File: src/rtl/msg_fifo_sync.sv
// -----------------------------------------------------------------------------
// msg_fifo_sync
//   Single-clock message FIFO with valid/ready handshakes on both sides and a
//   first-word-fall-through read port. Tracks occupancy, raises a registered
//   almost-full flag at a programmable threshold, supports a synchronous flush
//   and latches a sticky overflow flag when a producer offers data while full.
//
//   DEPTH need not be a power of two: pointers wrap by explicit compare.
//
// Ports
//   clock        in   rising-edge clock
//   reset_n      in   asynchronous active-low reset
//   flush        in   synchronous clear of all contents (beats push/pop)
//   wr_valid     in   producer offers wr_data
//   wr_ready     out  FIFO can accept a message this cycle
//   wr_data      in   message to enqueue
//   rd_valid     out  rd_data holds the oldest message
//   rd_ready     in   consumer takes rd_data this cycle
//   rd_data      out  oldest message (head of queue)
//   count        out  current occupancy, 0..DEPTH
//   almost_full  out  count >= AF_LEVEL
//   overflow     out  sticky: write attempted while full
// -----------------------------------------------------------------------------
module msg_fifo_sync #(
  parameter  int unsigned MSG_WIDTH = 24,
  parameter  int unsigned DEPTH     = 100,
  parameter  int unsigned AF_LEVEL  = 96,
  localparam int unsigned CW        = $clog2(DEPTH + 1)
) (
  input  logic                 clock,
  input  logic                 reset_n,
  input  logic                 flush,
  input  logic                 wr_valid,
  output logic                 wr_ready,
  input  logic [MSG_WIDTH-1:0] wr_data,
  output logic                 rd_valid,
  input  logic                 rd_ready,
  output logic [MSG_WIDTH-1:0] rd_data,
  output logic [CW-1:0]        count,
  output logic                 almost_full,
  output logic                 overflow
);

  localparam int unsigned     PW     = $clog2(DEPTH);
  localparam logic [CW-1:0]   FULL_C = CW'(DEPTH);
  localparam logic [CW-1:0]   AF_C   = CW'(AF_LEVEL);
  localparam logic [PW-1:0]   LAST_C = PW'(DEPTH - 1);

  // Elaboration-time guards on parameter legality.
  if (DEPTH < 2) begin : g_bad_depth
    $error("msg_fifo_sync: DEPTH must be >= 2");
  end
  if ((AF_LEVEL < 1) || (AF_LEVEL > DEPTH)) begin : g_bad_af
    $error("msg_fifo_sync: AF_LEVEL must be in 1..DEPTH");
  end

  // ---------------------------------------------------------------------------
  // State
  // ---------------------------------------------------------------------------
  logic [MSG_WIDTH-1:0] r_mem [DEPTH];
  logic [PW-1:0]        r_wr_ptr;
  logic [PW-1:0]        r_rd_ptr;
  logic [CW-1:0]        r_count;
  logic                 r_almost_full;
  logic                 r_overflow;

  // ---------------------------------------------------------------------------
  // Handshake decode: both flags come straight from the registered count, so
  // there is no combinational path from rd_ready to wr_ready. A full FIFO
  // therefore refuses a write even when a pop happens in the same cycle.
  // ---------------------------------------------------------------------------
  logic w_wr_ready;
  logic w_rd_valid;
  logic w_push;
  logic w_pop;

  assign w_wr_ready = (r_count != FULL_C);
  assign w_rd_valid = (r_count != '0);

  // Flush discards any handshake that happens to complete in its cycle.
  assign w_push = wr_valid & w_wr_ready & ~flush;
  assign w_pop  = w_rd_valid & rd_ready & ~flush;

  // ---------------------------------------------------------------------------
  // Next-state computation
  // ---------------------------------------------------------------------------
  logic [PW-1:0] w_wr_ptr_nxt;
  logic [PW-1:0] w_rd_ptr_nxt;
  logic [CW-1:0] w_count_nxt;
  logic          w_overflow_nxt;

  // NOTE: every signal written in a combinational block gets a default first,
  // so no path through the block can leave it unassigned and infer a latch.
  always_comb begin
    w_wr_ptr_nxt   = r_wr_ptr;
    w_rd_ptr_nxt   = r_rd_ptr;
    w_count_nxt    = r_count;
    w_overflow_nxt = r_overflow;

    if (flush) begin
      w_wr_ptr_nxt   = '0;
      w_rd_ptr_nxt   = '0;
      w_count_nxt    = '0;
      w_overflow_nxt = 1'b0;
    end else begin
      // Explicit wrap compare keeps non-power-of-2 depths correct.
      if (w_push) begin
        w_wr_ptr_nxt = (r_wr_ptr == LAST_C) ? '0 : r_wr_ptr + PW'(1);
      end
      if (w_pop) begin
        w_rd_ptr_nxt = (r_rd_ptr == LAST_C) ? '0 : r_rd_ptr + PW'(1);
      end

      unique case ({w_push, w_pop})
        2'b10:   w_count_nxt = r_count + CW'(1);
        2'b01:   w_count_nxt = r_count - CW'(1);
        default: w_count_nxt = r_count;
      endcase

      if (wr_valid && !w_wr_ready) begin
        w_overflow_nxt = 1'b1;
      end
    end
  end

  // ---------------------------------------------------------------------------
  // Control registers. almost_full is computed from the next count so it is
  // registered together with the count it describes, with no extra lag.
  // ---------------------------------------------------------------------------
  // NOTE: sequential state uses non-blocking assignments so every register
  // samples values from before the edge, independent of statement order.
  always_ff @(posedge clock or negedge reset_n) begin
    if (!reset_n) begin
      r_wr_ptr      <= '0;
      r_rd_ptr      <= '0;
      r_count       <= '0;
      r_almost_full <= 1'b0;
      r_overflow    <= 1'b0;
    end else begin
      r_wr_ptr      <= w_wr_ptr_nxt;
      r_rd_ptr      <= w_rd_ptr_nxt;
      r_count       <= w_count_nxt;
      r_almost_full <= (w_count_nxt >= AF_C);
      r_overflow    <= w_overflow_nxt;
    end
  end

  // ---------------------------------------------------------------------------
  // Storage
  // ---------------------------------------------------------------------------
  // NOTE: the storage array has no reset; contents are only observable once
  // count says they are valid, and leaving it unreset lets it map onto RAM.
  always_ff @(posedge clock) begin
    if (w_push) begin
      r_mem[r_wr_ptr] <= wr_data;
    end
  end

  // ---------------------------------------------------------------------------
  // Outputs
  // ---------------------------------------------------------------------------
  assign wr_ready    = w_wr_ready;
  assign rd_valid    = w_rd_valid;
  assign rd_data     = r_mem[r_rd_ptr];  // FWFT head; undefined while empty
  assign count       = r_count;
  assign almost_full = r_almost_full;
  assign overflow    = r_overflow;

endmodule

File: config.mk
export PLATFORM = sky130hd
export DESIGN_NAME = msg_fifo_sync
export DESIGN_NICKNAME = d
export VERILOG_FILES = /design/src/rtl/msg_fifo_sync.sv
export SDC_FILE = /design/constraint.sdc
export NUM_CORES = 2
export LEC_CHECK = 0
export CORE_MARGIN = 5
export CORE_UTILIZATION = 45
export CTS_BUF_LIST = sky130_fd_sc_hd__clkbuf_4
export DETAILED_ROUTE_END_ITERATION = 10
export HOLD_SLACK_MARGIN = 0.05
export PLACE_DENSITY = 0.73
export SLEW_MARGIN = 40
export SYNTH_ARGS = -nofsm -noshare
export SYNTH_HDL_FRONTEND = slang
export SYNTH_SLANG_ARGS = --single-unit
File: constraint.sdc
create_clock -name clock -period 2.95 [get_ports clock]
set_input_delay 0.59 -clock clock [delete_from_list [all_inputs] [get_ports clock]]
set_output_delay 0.59 -clock clock [all_outputs]
set_load 0.05 [all_outputs]
==> key figures <==
Outcome
  – Status: finished, violations left
  – Failing checks: setup timing

Power
  – Tot Pwr: 77300 uW
  – PwrDens: 675 nW/um^2
  – Maximum VDD drop: 406 uV
  – Leakage power: 0.0366 uW

Yosys
  – Post-synthesis async set-or-reset flop share: 0.949%
  – Top-count cell post-synth: edfxtp_1
  – Post-Synthesis Cells: 4206
  – Synth area leader: edfxtp_1
  – YS warnings: 0
  – Mapped Area: 93000 sq um
  – Register area share after synthesis: 78.1%
  – Syn_area_per_cell: 22.1 sq um
  – FF+latch count, synth: 2423
  – Post-synth top area share: 77.5%
  – Post-synth EDFFs: 2400
  – Ys flop type: edfxtp_1
  – Syn_nets: 4244
  – Distinct cells, synth: 57
  – Post-synth top cells: 2400 x edfxtp_1, 560 x mux4_2, 157 x mux2i_1
  – Synth area leaders: edfxtp_1 77%, mux4_2 14%, mux2i_1 1.7%, a22oi_1 0.74%, dfrtp_1 0.62%

STA
  – Final period utilization: 173%
  – Final Hold Vio Count: 0
  – Rel. slew slack: 44.1%
  – Max Fclk: 196 MHz
  – RSZ-0062 raised after global routing: yes
  – Minimum clock period: 5.11 ns
  – Clock Skew: 0.156 ns
  – Final Setup Violations: 26
  – Final Max Slew Viols: 0
  – Final worst slack: -2.16 ns
  – Worst Tran Pin Value: 0.836 ns

Die
  – Placeable Area: 206000 sq um
  – Die width: 465 um
  – Starting Density: 45.1%
  – Die Footprint: 216000 sq um
  – Die height: 465 um
  – # IOs: 64
  – Site Rows: 167

Clock network
  – TritonCTS Buffers: 612
  – CTS tree: built
  – Max clock buf depth: 4
  – Clk_lat worst skew: 1.40 ns
  – H-tree depth: 6
  – Reg clk slew, reported paths: 0.07 ns
  – Clock Sinks: 2423
  – Clk root buf: clkbuf_4

Critical path
  – Worst setup SP type: flip-flop
  – Worst Setup Path Type: flip-flop to output port
  – Crit. End Element: output port
  – CP arrival: 4.52 ns
  – CP max-delay cell: dfrtp_4
  – Crit Path Max Fanout: 26
  – Most common cell on crit path: buf_4
  – Worst path max stage delay: 0.58 ns
  – Critical path cell sequence: buf_4 > buf_12 > buf_16 > mux4_2 > a22oi_2 > a21oi_2 > a211oi_4 > buf_4 > o211ai_1 > buf_4
  – Worst EP required: 2.36 ns

Placed design
  – DP HPWL: 167000 um
  – GP Congestion: 0.995
  – Port buffer count: 63

Global route
  – First-pass GRT wire length: 379000 um
  – Gr ovfl total: 0
  – Largest net degree at the start of global routing: 101
  – Vias in the first global route: 52702
  – All-Layer GR Usage: 24.5%
  – Initial antenna violation count: 16

Flow run
  – Max-Cap Viols: 0

Route
  – # DRC: 0
  – Pre-antenna DRT Iters: 6
  – Vias: 52467
  – Post-route ant nets: 0
  – DRT iter0 DRCs: 7681
  – Routed wire length: 267000 um
  – Routed WL per cell: 31.2 um
  – Vias/cell: 6.11

Finish
  – Fill cells: 15017
  – Util after Layout: 55.4%
  – P&R area growth vs syn: 23.0%
  – Nets@finish: 5520
  – Share of layout cells above drive strength 1: 45.1%

Min path
  – Worst hold-check path type: input pin to flip-flop
repair_timing:
item,4_1_cts,5_1_grt
endpoints found under the setup margin,38,34
buffers inserted,22,26
pin swaps,20,27
hold buffers,28,0
endpoints found under the hold margin,2385,0
gates cloned,2,2
gates resized for setup,259,94
metrics by stage:
step / worst slack [ns] / instances / hold WS (ns) / instance area [sq um] / TNS [ns]
after floorplan: -0.393 / 4206 / 0.294 / 93600 / -17.49
after global placement: -1.26 / 7491 / 0.597 / 105000 / -187.78
after detailed placement: -1.30 / 7493 / 0.608 / 105000 / -183.79
after CTS: -2.31 / 8537 / 0.0632 / 114000 / -49.99
after global routing: -2.31 / 8572 / 0.110 / 114000 / -51.59
final: -2.16 / 8581 / 0.198 / 114000 / -47.01
worst max-delay path, delay by kind of cell, from the launching register on:
family          cells  cell delay (ns)
buf+inv             5             1.08
mux                 1             0.32
flops               1             0.58
compound gates      4             1.16
path summary, 6_finish.rpt:
path                                    startpoint                      end  slack [ns]  cells past startpoint
hold reg to reg            r_wr_ptr[3]$_DFFE_PN0P_  r_wr_ptr[4]$_DFFE_PN0P_        0.63                      2
min in group asynchronous                  reset_n  r_rd_ptr[4]$_DFFE_PN0P_        0.21                      3
setup / recovery           r_rd_ptr[1]$_DFFE_PN0P_               rd_data[1]       -2.16                     10
hold / removal                         wr_data[14]  r_mem[73][14]$_DFFE_PP_        0.20                      2
max in group asynchronous                  reset_n       count[4]$_DFF_PN0_        2.28                      3
setup reg to reg                count[0]$_DFF_PN0_       count[4]$_DFF_PN0_        0.03                     15
layout by cell type, fill, tap and decap left out, types with 28 or more instances in the layout:
cell           count
edfxtp_1        2400
clkbuf_4         859
buf_4            584
mux4_2           560
buf_12           209
mux2i_1          148
clkinv_1          95
nand2_1           75
a22oi_1           73
a21oi_1           63
nor2_2            62
nor2_1            48
buf_6             47
nor2_4            42
o22ai_1           39
dlygate4sd3_1     28
where the power goes:
group          total, uW  switching (uW)  internal, uW
registers          37900            48.0         37900
clock network      27800           13100         14700
logic              11500            5770          5740
total              77300           18900         58300
registers in the layout, indices dropped and copies added (netlist names):
| name | count |
|---|---|
| r_wr_ptr | 7 |
| r_rd_ptr | 7 |
| r_mem | 2400 |
| almost_full | 1 |
| count | 7 |
| overflow | 1 |
layer usage:
metal  routed length [um]  vias to the layer above  part of all wire, %  track usage, %
met5                   23                        -               0.0086               0
met4                13300                        4                  5.0            12.4
met3                34700                      625                   13            7.54
met2               124000                     4064                   47            37.0
met1                95000                    26936                   36            32.5
li1                     -                    20838                    -               -
layout make-up:
class	instances	area [sq um]	area share, %
clock buffer	859	6450	5.64
antenna	16	40.0	0.0350
timing repair buffer	896	9810	8.58
clock inverter	134	955	0.834
tap	2704	3380	2.96
multi-input combinational	1539	21000	18.4
sequential	2423	72700	63.5
inverter	10	40.0	0.0350
cells by family after synthesis:
group	after synthesis	share of synthesized area, %
XOR/XNOR	6	0.0565
adder cells (fa/ha/maj)	9	0.129
flip-flops	2423	78.1
AO/OA/AOI/OAI	430	3.19
buffers and inverters	244	1.37
multiplexers	730	15.4
AND/OR/NAND/NOR	364	1.77
Note: power is estimated with default switching activity, not from simulation.
